$ cat src/rtl/pattern_pkg.sv
// Shared constants and types for the radial-ring pattern generator:
// palette, background colour, motion mode encodings and ping-pong states.
package pattern_pkg;

    localparam logic [5:0] PALETTE [0:7] = '{
        6'b101101, 6'b101100, 6'b101000, 6'b001100,
        6'b001000, 6'b100100, 6'b010010, 6'b111111
    };

    localparam logic [5:0] BG_COLOUR = 6'b000001;

    typedef enum logic [1:0] {
        MODE_EXPAND   = 2'b00,
        MODE_CONTRACT = 2'b01,
        MODE_PINGPONG = 2'b10,
        MODE_FREEZE   = 2'b11
    } mode_e;

    typedef enum logic {
        PP_OUT = 1'b0,
        PP_IN  = 1'b1
    } pp_state_e;

    function automatic logic [17:0] square9(input logic [8:0] v);
        return {9'd0, v} * {9'd0, v};
    endfunction

endpackage

$ cat src/rtl/ripple_ring_gen_if.sv
// Pixel bus between the VGA timing generator and the ring pattern generator.
interface ripple_ring_gen_if;

    logic [9:0] x;
    logic [9:0] y;
    logic       active;
    logic       next_frame;
    logic [5:0] rgb;

    modport master (output x, output y, output active, output next_frame, input rgb);
    modport slave  (input x, input y, input active, input next_frame, output rgb);

endinterface

$ cat src/rtl/ring_threshold_seq.sv
// Recomputes the squared ring radii one entry per cycle with a single 9x9
// squarer; the previous table stays visible until each entry is overwritten.
module ring_threshold_seq
    import pattern_pkg::*;
#(
    parameter int NUM_RINGS    = 5,
    parameter int RING_SPACING = 24
) (
    input  logic                        clk,
    input  logic                        rst_n,
    input  logic                        start,
    input  logic [5:0]                  phase,
    output logic [NUM_RINGS-1:0][17:0]  thr
);

    logic [2:0]                  idx_q, idx_d;
    logic                        busy_q, busy_d;
    logic [8:0]                  base_q, base_d;
    logic [NUM_RINGS-1:0][17:0]  thr_q, thr_d;
    logic [8:0]                  radius;
    logic [17:0]                 radius_sq;

    // base_q tracks idx*S so the radius needs only an adder, not a multiplier
    assign radius    = {3'd0, phase} + base_q;
    assign radius_sq = square9(radius);

    always_comb begin
        busy_d = busy_q;
        idx_d  = idx_q;
        base_d = base_q;
        thr_d  = thr_q;
        if (busy_q) begin
            for (int k = 0; k < NUM_RINGS; k++) begin
                if (idx_q == 3'(k)) begin
                    thr_d[k] = radius_sq;
                end
            end
            idx_d  = idx_q + 3'd1;
            base_d = base_q + 9'(RING_SPACING);
            if (idx_q == 3'(NUM_RINGS - 1)) begin
                busy_d = 1'b0;
            end
        end
        if (start) begin
            busy_d = 1'b1;
            idx_d  = '0;
            base_d = '0;
        end
    end

    always_ff @(posedge clk) begin
        if (!rst_n) begin
            busy_q <= 1'b0;
            idx_q  <= '0;
            base_q <= '0;
            for (int k = 0; k < NUM_RINGS; k++) begin
                thr_q[k] <= square9(9'(k * RING_SPACING));
            end
        end else begin
            busy_q <= busy_d;
            idx_q  <= idx_d;
            base_q <= base_d;
            thr_q  <= thr_d;
        end
    end

    assign thr = thr_q;

endmodule

$ cat src/rtl/ripple_ring_gen.sv
// Concentric ring pattern generator: per-frame phase/palette/centre motion
// plus a 3-stage pixel pipeline classifying each pixel against ring radii.
module ripple_ring_gen
    import pattern_pkg::*;
#(
    parameter int H_ACTIVE     = 640,
    parameter int V_ACTIVE     = 480,
    parameter int NUM_RINGS    = 5,
    parameter int RING_SPACING = 24,
    parameter int X_MARGIN     = 160,
    parameter int Y_MARGIN     = 120
) (
    input  logic              clk,
    input  logic              rst_n,
    input  logic              pattern_enable,
    input  logic [11:0]       step_size,
    input  logic [1:0]        mode,
    input  logic              drift_enable,
    ripple_ring_gen_if.slave  pix
);

    localparam logic [9:0] X_LO = 10'(X_MARGIN);
    localparam logic [9:0] X_HI = 10'(H_ACTIVE - X_MARGIN);
    localparam logic [9:0] Y_LO = 10'(Y_MARGIN);
    localparam logic [9:0] Y_HI = 10'(V_ACTIVE - Y_MARGIN);

    mode_e      mode_sel;
    logic       frame_upd;
    logic [5:0] p_q, p_d;
    logic [2:0] off_q, off_d;
    logic [3:0] frac_q, frac_d;
    logic [2:0] wcnt_q, wcnt_d;
    pp_state_e  pp_state_q, pp_state_d;
    logic [9:0] cx_q, cx_d, cy_q, cy_d;
    logic       dir_x_q, dir_x_d, dir_y_q, dir_y_d;

    logic [4:0] frac_sum;
    logic [8:0] inc_raw;
    logic [5:0] inc;
    logic [6:0] p_sum;
    logic       wrap;
    logic       move_en, move_out;

    logic [9:0]  dx_q, dx_d, dy_q, dy_d;
    logic        act1_q, act2_q;
    logic [20:0] d2_q, d2_d;
    logic [5:0]  rgb_q, rgb_d;
    logic        ring_hit;
    logic [2:0]  ring_idx, pal_idx;
    logic [3:0]  pal_sum;

    logic [NUM_RINGS-1:0][17:0] thr;

    assign mode_sel  = mode_e'(mode);
    assign frame_upd = pattern_enable && pix.next_frame;

    assign frac_sum = {1'b0, frac_q} + {1'b0, step_size[3:0]};
    assign inc_raw  = {1'b0, step_size[11:4]} + {8'd0, frac_sum[4]};
    assign inc      = (inc_raw > 9'(RING_SPACING - 1)) ? 6'(RING_SPACING - 1) : inc_raw[5:0];

    always_ff @(posedge clk) begin
        if (!rst_n) begin
            pp_state_q <= PP_OUT;
            wcnt_q     <= '0;
        end else begin
            pp_state_q <= pp_state_d;
            wcnt_q     <= wcnt_d;
        end
    end

    // The wrap that completes NUM_RINGS wraps flips the direction
    always_comb begin
        pp_state_d = pp_state_q;
        wcnt_d     = wcnt_q;
        if (frame_upd) begin
            if (mode_sel != MODE_PINGPONG) begin
                pp_state_d = PP_OUT;
                wcnt_d     = '0;
            end else if (wrap) begin
                if (wcnt_q == 3'(NUM_RINGS - 1)) begin
                    wcnt_d     = '0;
                    pp_state_d = (pp_state_q == PP_OUT) ? PP_IN : PP_OUT;
                end else begin
                    wcnt_d = wcnt_q + 3'd1;
                end
            end
        end
    end

    always_comb begin
        move_en  = 1'b1;
        move_out = 1'b1;
        case (mode_sel)
            MODE_EXPAND:   move_out = 1'b1;
            MODE_CONTRACT: move_out = 1'b0;
            MODE_PINGPONG: move_out = (pp_state_q == PP_OUT);
            default:       move_en  = 1'b0;
        endcase
    end

    always_comb begin
        p_d    = p_q;
        off_d  = off_q;
        frac_d = frac_q;
        wrap   = 1'b0;
        p_sum  = {1'b0, p_q} + {1'b0, inc};
        if (frame_upd && move_en) begin
            frac_d = frac_sum[3:0];
            if (move_out) begin
                if (p_sum >= 7'(RING_SPACING)) begin
                    p_d   = 6'(p_sum - 7'(RING_SPACING));
                    wrap  = 1'b1;
                    off_d = (off_q == 3'(NUM_RINGS - 1)) ? 3'd0 : off_q + 3'd1;
                end else begin
                    p_d = p_sum[5:0];
                end
            end else begin
                if (inc > p_q) begin
                    p_d   = 6'({1'b0, p_q} + 7'(RING_SPACING) - {1'b0, inc});
                    wrap  = 1'b1;
                    off_d = (off_q == 3'd0) ? 3'(NUM_RINGS - 1) : off_q - 3'd1;
                end else begin
                    p_d = p_q - inc;
                end
            end
        end
    end

    // Each axis steps onto its bound and turns around on that same frame
    always_comb begin
        cx_d    = cx_q;
        cy_d    = cy_q;
        dir_x_d = dir_x_q;
        dir_y_d = dir_y_q;
        if (frame_upd && drift_enable) begin
            cx_d = dir_x_q ? cx_q + 10'd1 : cx_q - 10'd1;
            cy_d = dir_y_q ? cy_q + 10'd1 : cy_q - 10'd1;
            if (dir_x_q && cx_d >= X_HI)       dir_x_d = 1'b0;
            else if (!dir_x_q && cx_d <= X_LO) dir_x_d = 1'b1;
            if (dir_y_q && cy_d >= Y_HI)       dir_y_d = 1'b0;
            else if (!dir_y_q && cy_d <= Y_LO) dir_y_d = 1'b1;
        end
    end

    always_comb begin
        dx_d = (pix.x >= cx_q) ? pix.x - cx_q : cx_q - pix.x;
        dy_d = (pix.y >= cy_q) ? pix.y - cy_q : cy_q - pix.y;
        d2_d = 21'({10'd0, dx_q} * {10'd0, dx_q}) + 21'({10'd0, dy_q} * {10'd0, dy_q});

        ring_hit = 1'b0;
        ring_idx = '0;
        for (int k = NUM_RINGS - 1; k >= 0; k--) begin
            if (d2_q <= {3'd0, thr[k]}) begin
                ring_hit = 1'b1;
                ring_idx = 3'(k);
            end
        end
        pal_sum = {1'b0, ring_idx} + 4'(NUM_RINGS) - {1'b0, off_q};
        pal_idx = (pal_sum >= 4'(NUM_RINGS)) ? 3'(pal_sum - 4'(NUM_RINGS)) : pal_sum[2:0];

        if (!act2_q)       rgb_d = '0;
        else if (ring_hit) rgb_d = PALETTE[pal_idx];
        else               rgb_d = BG_COLOUR;
    end

    always_ff @(posedge clk) begin
        if (!rst_n) begin
            p_q     <= '0;
            off_q   <= '0;
            frac_q  <= '0;
            cx_q    <= 10'(H_ACTIVE / 2);
            cy_q    <= 10'(V_ACTIVE / 2);
            dir_x_q <= 1'b1;
            dir_y_q <= 1'b1;
            dx_q    <= '0;
            dy_q    <= '0;
            act1_q  <= 1'b0;
            d2_q    <= '0;
            act2_q  <= 1'b0;
            rgb_q   <= '0;
        end else begin
            p_q     <= p_d;
            off_q   <= off_d;
            frac_q  <= frac_d;
            cx_q    <= cx_d;
            cy_q    <= cy_d;
            dir_x_q <= dir_x_d;
            dir_y_q <= dir_y_d;
            dx_q    <= dx_d;
            dy_q    <= dy_d;
            act1_q  <= pix.active;
            d2_q    <= d2_d;
            act2_q  <= act1_q;
            rgb_q   <= rgb_d;
        end
    end

    assign pix.rgb = rgb_q;

    ring_threshold_seq #(
        .NUM_RINGS    (NUM_RINGS),
        .RING_SPACING (RING_SPACING)
    ) u_seq (
        .clk   (clk),
        .rst_n (rst_n),
        .start (frame_upd),
        .phase (p_q),
        .thr   (thr)
    );

endmodule

$ cat src/flat_wrapper.sv
// flat-port wrapper written by rule: the top's interface ports become plain ports
module ripple_ring_gen_flat import pattern_pkg::*;
#(
    parameter int H_ACTIVE     = 640,
    parameter int V_ACTIVE     = 480,
    parameter int NUM_RINGS    = 5,
    parameter int RING_SPACING = 24,
    parameter int X_MARGIN     = 160,
    parameter int Y_MARGIN     = 120
)
  (clk, rst_n, pattern_enable, step_size, mode, drift_enable, pix_x, pix_y, pix_active, pix_next_frame, pix_rgb);
  ripple_ring_gen_if pix_i ();
  input  logic clk;
  input  logic rst_n;
  input  logic pattern_enable;
  input  logic [11:0] step_size;
  input  logic [1:0] mode;
  input  logic drift_enable;
  input wire logic [$bits(pix_i.x)-1:0] pix_x;
  input wire logic [$bits(pix_i.y)-1:0] pix_y;
  input wire logic [$bits(pix_i.active)-1:0] pix_active;
  input wire logic [$bits(pix_i.next_frame)-1:0] pix_next_frame;
  output wire logic [$bits(pix_i.rgb)-1:0] pix_rgb;
  assign pix_i.x = pix_x;
  assign pix_i.y = pix_y;
  assign pix_i.active = pix_active;
  assign pix_i.next_frame = pix_next_frame;
  assign pix_rgb = pix_i.rgb;
  ripple_ring_gen #(.H_ACTIVE(H_ACTIVE), .V_ACTIVE(V_ACTIVE), .NUM_RINGS(NUM_RINGS), .RING_SPACING(RING_SPACING), .X_MARGIN(X_MARGIN), .Y_MARGIN(Y_MARGIN)) u_core (.clk(clk), .rst_n(rst_n), .pattern_enable(pattern_enable), .step_size(step_size), .mode(mode), .drift_enable(drift_enable), .pix(pix_i));
endmodule
$ cat config.mk
export PLATFORM = sky130hd
export DESIGN_NAME = ripple_ring_gen_flat
export DESIGN_NICKNAME = d
export VERILOG_FILES = /design/src/rtl/pattern_pkg.sv /design/src/rtl/ripple_ring_gen_if.sv /design/src/rtl/ring_threshold_seq.sv /design/src/rtl/ripple_ring_gen.sv /design/src/flat_wrapper.sv
export SDC_FILE = /design/constraint.sdc
export NUM_CORES = 1
export LEC_CHECK = 0
export CAP_MARGIN = 20
export CORE_ASPECT_RATIO = 0.75
export CORE_UTILIZATION = 65
export CTS_BUF_LIST = sky130_fd_sc_hd__clkbuf_16
export DETAILED_ROUTE_END_ITERATION = 12
export PLACE_DENSITY = 0.83
export SETUP_SLACK_MARGIN = 0.05
export SLEW_MARGIN = 20
export SYNTH_ARGS = -nofsm -noshare
export SYNTH_HDL_FRONTEND = slang
export SYNTH_SLANG_ARGS = --single-unit
$ cat constraint.sdc
create_clock -name clk -period 11.6 [get_ports clk]
set_clock_uncertainty 0.2 [all_clocks]
set_input_delay 2.32 -clock clk [delete_from_list [all_inputs] [get_ports clk]]
set_output_delay 2.32 -clock clk [all_outputs]
set_load 0.1 [all_outputs]
## Yosys cells after proc, flatten, opt, wreduce, memory -nomap -nowiden

Memory sizes are Yosys's and may differ from the RTL's.
Index checks and enable logic that the tools add are counted.

- Eq/ne operators: 10
- Reductions and logical operators: 31
- $lt $le $gt $ge: 16
- Mux-type cells: 47
- $add $sub $neg: 25
- $mul: 3
- Bitwise gates (word level): 3

Operators by type and width:

| cell | number |
|---|---|
| $le 21x18->1 | 5 |
| $mux 3 | 14 |
| $mul 10x10->20 | 2 |
| $mux 10 | 4 |
| $sub 10x10->10 | 4 |
| $mux 6 | 6 |
| $mux 1 | 22 |
| $add 20x20->21 | 1 |
| $add 10x1->10 const B | 2 |
| $ge 10x10->1 | 2 |
| $ge 10x9->1 const B | 2 |
| $sub 10x1->10 const B | 2 |
| $mul 9x9->18 | 1 |
| $reduce_and 2->1 | 9 |
| $sub 6x6->6 | 2 |
| $le 10x7->1 const B | 1 |
| $le 10x8->1 const B | 1 |
| $reduce_bool 2->1 | 5 |
| $add 3x1->3 const B | 3 |
| $add 6x9->9 | 1 |
| $add 8x1->9 | 1 |
| $add 9x5->9 const B | 1 |
| $eq 3x3->1 const B | 3 |
| $gt 9x5->1 const B | 1 |
| other kinds (27) | 40 |

- Memories kept: 1
- Register bits after elaboration: 191
- Bits in read-only memories: 48

Memory list:

| name | depth | bits a word | read ports | clocked after Yosys merged registers in | wr ports | line | source |
|---|---|---|---|---|---|---|---|
| (name not given) | 8 | 6 | 1 | 0 | 0 | ripple_ring_gen.sv:162 | `else if (ring_hit) rgb_d = PALETTE[pal_idx];` |

## Depth between registers and ports, before layout

Gate-level depths: netlist of the first run.

- Depth in word-level cells: 15
- Depth in mapped cells: 26

## By module

A second synthesis of the first run with hierarchy kept.

- Cells, all modules: 2504
- Area total of the unflattened synthesis: 21124.0 um^2

By module, submodules not included:

| module | times used | sequential area each (um^2) | cells each | area an instance (um^2) |
|---|---|---|---|---|
| ripple_ring_gen | 1 | 1741.7 | 1758 | 14818.0 |
| ring_threshold_seq | 1 | 1901.8 | 746 | 6306.0 |

## Worst setup path before layout of the first run

OpenSTA, ideal clock, no wires.

- Path type: input to register
- From: in step_size[0]
- To: reg u_core.off_q[2]
- Stages on the path: 24
- Library setup time: 0.127 ns
- Path buffers: 0
- Required time: 11.273 ns
- Slack: 4.501 ns
- Arrival time: 6.772 ns
- Path through: ha_1 inv_1 fa_1 nor2b_1 o21ai_0 nand2b_1 ha_1 ha_1 nand3b_1 o22ai_1 a31oi_1 or3_1 or2_2 ha_1 fa_1 a21oi_1 o21bai_1 a21o_1 or3_1 a2111o_1 mux2i_2 nor2_1 o2111ai_1 o21ai_1

- Cells in the longest elaborated chain, start to end: 8

Ends and longest elaborated chain:

| element | line | source |
|---|---|---|
| start: declaration | flat_wrapper.sv:16 | `input logic [11:0] step_size;` |
| $add 4x4->5 * | ripple_ring_gen.sv:57 | `assign frac_sum = {1'b0, frac_q} + {1'b0, step_size[3:0]};` |
| $add 8x1->9 * | ripple_ring_gen.sv:58 | `assign inc_raw = {1'b0, step_size[11:4]} + {8'd0, frac_sum[4]};` |
| $gt 9x5->1 | ripple_ring_gen.sv:59 | `assign inc = (inc_raw > 9'(RING_SPACING - 1)) ? 6'(RING_SPACING - 1) : inc_raw[5:0];` |
| $mux 6 * | ripple_ring_gen.sv:59 |  |
| $add 6x6->7 | ripple_ring_gen.sv:106 | `p_sum = {1'b0, p_q} + {1'b0, inc};` |
| $ge 7x5->1 | ripple_ring_gen.sv:110 | `if (p_sum >= 7'(RING_SPACING)) begin` |
| $ne 2x2->1 (no source line) | -- |  |
| $reduce_and 3->1 (no source line) * | -- |  |
| end signal: assignment | ripple_ring_gen.sv:169 | `off_q <= '0;` |
| end signal: assignment | ripple_ring_gen.sv:183 | `off_q <= off_d;` |
| end: declaration | ripple_ring_gen.sv:30 | `logic [2:0] off_q, off_d;` |

Mark *: on every way between the ends. The rest lies on a longest branch, timed or not.
A chain may end at the register's enable or synchronous reset.

## Worst setup path after layout of the first run

Same ends and word-level chain as after synthesis.

==> summary.md, run 1 <==
| Metric | Value |
|---|---|
| Inserted Diodes | 0 |
| H-tree levels | 4 |
| Crit path capture type | register |
| Die height | 154 um |
| Core area | 30200 um^2 |
| Synthesized net count | 2831 |
| Largest net degree at the start of global routing | 80 |
| Via density | 5.78 |
| Status | completed |
| Sequential share of the synthesized area | 0.182 |
| Row count | 55 |
| Hold_buf cts | 0 |
| CP most frequent cell | ha_1 |
| Met3 Track Usage GR | 0.0502 |
| Die width | 205 um |
| Synth area leaders | ha_1 (19%), dfxtp_1 (18%), fa_1 (18%), inv_1 (7.1%), nand2_1 (4.9%) |
| Crit path kind | primary input to register |
| Share of cells above drive strength 1 | 0.0264 |
| Setup Total Neg Slack | 0 ps |
| Crit path DAT | 7760 ps |
| Total grt overflow | 0 |
| Total Nets Final | 2829 |
| Top FF cell, synth | dfxtp_1 |
| GPL Wtd Cong | 0.933 |
| Tmin final | 7630 ps |
| Avg Cell Area, Syn | 8.69 um^2 |
| Yosys top cell by area | ha_1 |
| Power per Cell Area | 183 nW/um^2 |
| Final period utilization | 0.658 |
| Post CTS Setup Buffer Count | 0 |
| Slew headroom | 0.344 |
| Resized Gates After CTS | 0 |
| Source of the worst hold timing path | u_core.act1_q$_SDFF_PN0_ |
| Routed WL per cell | 16.7 um |
| Synth Cell Area | 20000 um^2 |
| P&R area growth vs syn | 6.34% |
| CP bufs+invs | 2 |
| Netlist cell types | 79 |
| First-pass GRT wire length | 76100 um |
| Detail Route Antenna Nets | 0 |
| I/O pin total | 46 |
| Hold Path Class | register to register |
| Clk_lat worst skew | 450 ps |
| Die area | 31500 um^2 |
| TritonCTS clock tree | done |
| Post-Synthesis Cells | 2302 |
| Maximum clock rate | 131 MHz |
| Ys Warns | 0 |
| FF+latch count, synth | 182 |
| Req. time, crit path | 11730 ps |
| RSZ-0062 raised after global routing | false |
| Clk buf depth | 2 |
| Post-synth EDFFs | 0 |
| Worst-path fanout max | 7 |
| Vias in the first global route | 16100 |
| Final WL | 45200 um |
| Worst VDD drop | 0.197 mV |
| GRT Max-Usage Layer | met2 |
| Met1 Use GR | 0.411 |
| CP startpoint kind | primary input |
| DRT iter0 DRCs | 1380 |
| Final Util | 0.704 |
| Root Buffer | clkbuf_16 |
| Setup violators final | 0 |
| Clock Sink Count | 182 |
| Pin slew with the least headroom to its limit | 981 ps |
| Dpl hpwl | 36200 um |
| M2 GR Usage | 0.491 |
| DRC viols | 0 |
| Post-synth top area share | 0.195 |
| Max_cap viols | 0 |
| Initial core utilization | 0.662 |
| Worst path max stage delay | 460 ps |
| Max-slew violations | 0 |
| Antenna violations before repair | 0 |
| DR vias | 15700 |
| R2R Path Start | u_core.dy_q[0]$_SDFF_PN0_ |
| Crit path launch | step_size[0] |
| Top delay family on crit path | adder cells |
| Final hold vios | 0 |
| Fraction of registers with async set/reset | 0 |
| DR pass1 iterations | 6 |
| Total Routing Usage GR | 0.300 |
| Reg clk slew, reported paths | 70 ps |
| Leakage | 10.5 nW |
| Critical Path Slowest Stage Cell | clkdlybuf4s50_1 |
| Input/output buffers | 45 |
| Total clock buffers created by CTS | 17 |
==> cell usage after synthesis (8+ instances only) <==
library cell    n
nor2_1         68
nand2b_1       27
o21bai_1       10
o21ai_1        23
xor2_1         41
clkbuf_1       66
nand2_1       260
nand3_1        38
mux2i_1        19
a21boi_1       14
a31oi_1        10
nor3_1         13
a21oi_1        88
fa_1          178
o211a_1        10
nand4_1        25
or3_1           8
and2_1        118
a211oi_1        8
o211ai_1       25
o21ai_0        52
nor2b_1        32
ha_1          311
a21boi_0       42
xnor2_1        66
a21o_1         63
inv_1         379
and3_1         12
dfxtp_1       182
==> cells by family after synthesis <==
kind of cell | share of synthesized area
XOR/XNOR | 0.0480
AND/OR/NAND/NOR | 0.155
multiplexers | 0.0147
buffers and inverters | 0.0854
flip-flops | 0.182
other | 0.000375
AO/OA/AOI/OAI | 0.141
adder cells (fa/ha/maj) | 0.373
==> worst register-to-register path, cell delays in order, from the launching register on <==
cell and delay, ps:
dfxtp_1 640, nand2_1 260, fa_1 550, fa_1 530
fa_1 560, inv_1 60, fa_1 510, fa_1 520
fa_1 580, fa_1 460, ha_1 420, a21o_1 210
a2111oi_0 520, nor2_1 200, nand4_1 180, a31oi_1 150
a31oi_1 240, xnor2_1 90, and2_1 150
==> metal layers <==
layer	vias up	part of all wire
li1	7533	-
met1	7562	0.45
met2	511	0.46
met3	59	0.068
met4	0	0.016
met5	-	0
==> placed cells by master (no fill, tap or decap), types with 10 or more instances in the layout <==
master           netlist  final
nor3_1                13     13
a21o_1                63     63
nand3_1               38     38
nor2b_1               32     32
o21ai_0               52     52
clkdlybuf4s50_1        0     44
o21ai_1               23     23
xnor2_1               66     66
and3_1                12     12
nor2_1                68     68
a21boi_1              14     14
ha_1                 311    311
nand2b_1              27     27
nand2_1              260    260
a21oi_1               88     88
and2_1               118    118
o21bai_1              10     10
fa_1                 178    178
xor2_1                41     41
o211a_1               10     10
a31oi_1               10     10
nand4_1               25     25
clkbuf_16              0     17
o211ai_1              25     25
dfxtp_1              182    182
a21boi_0              42     42
inv_1                379    380
mux2i_1               19     19
==> area by class of cell <==
cell class,instances,area (um^2)
inverter,379,1420
sequential,182,3640
clock inverter,15,129
fill,2330,8940
multi-input combinational,1668,14700
timing repair buffer,52,500
tap,399,499
clock buffer,17,425
==> worst paths after layout <==
path	depth (start not counted)	endpoint	slack, ps
worst max-delay path	25	u_core.off_q[2]$_SDFFE_PN0P_	3970
worst min-delay path	1	u_core.act2_q$_SDFF_PN0_	230
worst max register to register	18	u_core.d2_q[20]$_SDFF_PN0_	4490
worst min register to register	1	u_core.act2_q$_SDFF_PN0_	230
==> state kept, by name (all words and copies together), names as in the netlist, 4 cells and up <==
signal / flops
u_core.cx_q: 10
u_core.cy_q: 10
u_core.d2_q: 21
u_core.dx_q: 10
u_core.dy_q: 10
u_core.frac_q: 4
u_core.p_q: 6
u_core.pix.rgb: 5
u_core.u_seq.base_q: 6
u_core.u_seq.thr: 85
==> through the flow <==
stage | total power, mW | setup WS, ps | hold slack (ps) | instance area [um^2] | std cells
after floorplan | 2.70 | 4500 | 212 | 20000 | 2302
after global placement | 3.15 | 3700 | 217 | 20700 | 2680
after detailed placement | 3.31 | 3520 | 220 | 20700 | 2680
after CTS | 3.89 | 4000 | 237 | 21300 | 2712
after global routing | 4.27 | 3670 | 243 | 21300 | 2712
final | 3.90 | 3970 | 235 | 21300 | 2712
==> power breakdown <==
part           total [mW]  internal [mW]  switching (mW)
sequential          0.786          0.683           0.103
combinational        2.55           1.12            1.44
clock               0.564          0.296           0.268
Power figures use the tool's default switching activity.
==> run 2, diff against run 1 <==
==> constraint.sdc (replaced) <==
create_clock -name clk -period 7.2 [get_ports clk]
set_clock_uncertainty 0.2 [all_clocks]
set_input_delay 1.44 -clock clk [delete_from_list [all_inputs] [get_ports clk]]
set_output_delay 1.44 -clock clk [all_outputs]
set_load 0.1 [all_outputs]
==> run 2 against run 1 <==
- non-clock buffer count rose by 10
- sequential share of layout area is 0.088 points lower
- global-route usage is 0.36 points lower
- die area unchanged
- design area grew 0.62%
- via count shrank 0.45%
- clock power up 75%
- worst hold slack better by 4.5 ps
- clock-buffer cell count did not move
- power rose by 62%
- critical path depth fell by 7
- critical path type is now register to register
==> summary.md, run 2 (same netlist as run 1, synthesis figures left out) <==
| Metric | Value |
|---|---|
| R2R Path Start | u_core.dx_q[1]$_SDFF_PN0_ (was u_core.dy_q[0]$_SDFF_PN0_) |
| Commonest non-fill, non-tap cell in the layout | inv_1 (unchanged) |
| Req. time, crit path | 7360 ps (was 11730 ps) |
| Crit path capture | u_core.d2_q[20]$_SDFF_PN0_ (was u_core.off_q[2]$_SDFFE_PN0P_) |
| Largest net degree at the start of global routing | 75 (was 80) |
| P&R area growth vs syn | 6.99% (was 6.34%) |
| Max-slew violations | 0 (unchanged) |
| CP cell instances | nand2_1 -> fa_1 -> fa_1 -> inv_1 -> fa_1 -> fa_1 -> fa_1 -> fa_1 -> fa_1 -> ha_1 -> a21o_1 -> a2111oi_0 -> nor2_1 -> nand4_1 -> a31oi_1 -> a31oi_1 -> xnor2_1 -> and2_1 |
| Detail Route Antenna Nets | 0 (unchanged) |
| Core area | 30200 um^2 (unchanged) |
| R2r endpoint | u_core.d2_q[20]$_SDFF_PN0_ (unchanged) |
| Tmin final | 6780 ps |
| Leakage | 10.6 nW (was 10.5 nW) |
| GPL Wtd Cong | 0.908 (was 0.933) |
| Status | completed (unchanged) |
| Die height | 154 um (unchanged) |
| Routed WL per cell | 16.3 um (was 16.7 um) |
| Total Routing Usage GR | 0.296 (was 0.300) |
| Most frequent cells in the layout | inv_1 (381), ha_1 (311), nand2_1 (260) (was inv_1 (380), ha_1 (311), nand2_1 (260)) |
| Clk_lat worst skew | 460 ps (was 450 ps) |
| CP most frequent cell | fa_1 (was ha_1) |
| R2R depth | 18 (unchanged) |
| DR vias | 15600 (was 15700) |
| Max FFs per register | 85 (unchanged) |
| Clk buf depth | 2 (unchanged) |
| Max_cap viols | 0 (unchanged) |
| I/O pin total | 46 (unchanged) |
| Reg clk slew, reported paths | 70 ps (about the same) |
| Multi-input logic area | 14700 um^2 (unchanged) |
| FILL cells | 2242 (was 2330) |
| Power per Cell Area | 295 nW/um^2 (was 183 nW/um^2) |
| Hold Path Class | register to register (unchanged) |
| Worst-path fanout max | 11 (was 7) |
| Setup violators final | 0 (unchanged) |
| DR pass1 iterations | 6 (unchanged) |
| TritonCTS clock tree | done (unchanged) |
| Final Util | 0.708 (was 0.704) |
| Slew headroom | 0.265 (was 0.344) |
| RSZ-0062 raised after global routing | false (unchanged) |
| Via density | 5.73 (was 5.78) |
| Final period utilization | 0.942 |
| DRC viols | 0 (unchanged) |
| Crit path launch | u_core.dx_q[1]$_SDFF_PN0_ (was step_size[0]) |
| Final WL | 44400 um (was 45200 um) |
| Total clock buffers created by CTS | 17 (unchanged) |
| CP startpoint kind | register (was primary input) |
| Crit path kind | register to register (was primary input to register) |
| Vias in the first global route | 15900 (was 16100) |
| Maximum clock rate | 147 MHz |
| Worst VDD drop | 0.404 mV (was 0.197 mV) |
| Final hold vios | 0 (unchanged) |
| H-tree levels | 4 (unchanged) |
| Setup Total Neg Slack | 0 ps (unchanged) |
| Antenna violations before repair | 0 (unchanged) |
| Critical path depth in cells | 18 (was 25) |
| Worst path max stage delay | 660 ps (was 460 ps) |
| Total grt overflow | 0 (unchanged) |
| Reg area | 3650 um^2 (was 3640 um^2) |
| Input/output buffers | 45 (unchanged) |
| Post CTS Setup Buffer Count | 0 (unchanged) |
| Critical Path Slowest Stage Cell | dfxtp_1 (was clkdlybuf4s50_1) |
| Share of cells above drive strength 1 | 0.0331 (was 0.0264) |
| Initial core utilization | 0.662 (unchanged) |
| Crit path capture type | register (unchanged) |
| First-pass GRT wire length | 75200 um (was 76100 um) |
| Top delay family on crit path | adder cells (unchanged) |
| Total Nets Final | 2839 (was 2829) |
| DRT iter0 DRCs | 1197 (was 1380) |
| Root Buffer | clkbuf_16 (unchanged) |
| WHS | 239 ps (was 235 ps) |
| Die width | 205 um (unchanged) |
| Clock Sink Count | 182 (unchanged) |
| Dpl hpwl | 35500 um (was 36200 um) |
| Crit path DAT | 6950 ps (was 7760 ps) |
| Die area | 31500 um^2 (unchanged) |
| Pwr Total | 6.32 mW (was 3.90 mW) |
| Row count | 55 (unchanged) |
| Flop-to-flop setup slack | 420 ps (was 4490 ps) |
| CP bufs+invs | 1 (was 2) |
| Pin slew with the least headroom to its limit | 1090 ps (was 981 ps) |
[run 2: cell types whose count changed in the layout (fill, tap and decap cells not counted)]
| cell | previous run | this run |
|---|---|---|
| buf_4 | 8 | 18 |
| bufinv_16 | 1 | 3 |
| clkinv_1 | 4 | 0 |
| clkinv_2 | 0 | 1 |
| clkinv_4 | 4 | 2 |
| clkinvlp_4 | 1 | 4 |
| dfxtp_1 | 182 | 179 |
| dfxtp_2 | 0 | 3 |
| diode_2 | 0 | 1 |
| inv_1 | 380 | 381 |
| inv_6 | 3 | 2 |
[run 2: per-stage QoR]
stage               cells  setup slack [ps]  instance area [um^2]
floorplan            2302               903                 20000
global placement     2690               196                 20800
detailed placement   2690              86.5                 20800
CTS                  2722               358                 21400
global route         2722              57.9                 21400
finish               2723               416                 21400
[run 2: where the power goes]
group          leakage (nW)  total (mW)  switching [mW]  internal [mW]
Combinational          8.81        4.08            2.30           1.78
Sequential             1.48        1.25           0.149           1.10
Clock                 0.290       0.986           0.438          0.548
Total                  10.6        6.32            2.89           3.43
[run 2: area by class of cell]
type                            count  area share
Antenna cell                        1    0.000117
Clock buffer                       17      0.0199
Tap cell                          399      0.0233
Inverter                          379      0.0665
Timing Repair Buffer               62      0.0269
Sequential cell                   182       0.170
Clock inverter                     15     0.00836
Multi-Input combinational cell   1668       0.685
[run 2: worst min path at each step]
stage	startpoint	end	slack [ps]	depth (start not counted)
floorplan	u_core.act1_q$_SDFF_PN0_	u_core.act2_q$_SDFF_PN0_	210	1
global placement	u_core.act1_q$_SDFF_PN0_	u_core.act2_q$_SDFF_PN0_	220	1
detailed placement	u_core.act1_q$_SDFF_PN0_	u_core.act2_q$_SDFF_PN0_	220	1
CTS	u_core.act1_q$_SDFF_PN0_	u_core.act2_q$_SDFF_PN0_	240	1
global route	u_core.act1_q$_SDFF_PN0_	u_core.act2_q$_SDFF_PN0_	260	1
finish	u_core.act1_q$_SDFF_PN0_	u_core.act2_q$_SDFF_PN0_	240	1
[run 2: timing repair]
item                                    CTS  global route
gates resized for setup                   0             3
hold buffers                              0             0
endpoints found under the setup margin    0             2
[run 2: layer usage]
metal,vias to the layer above,share of wire,track usage
met5,-,0,0
met4,0,0.017,0.0849
met3,61,0.066,0.0483
met2,461,0.46,0.477
met1,7495,0.46,0.409
li1,7578,-,-
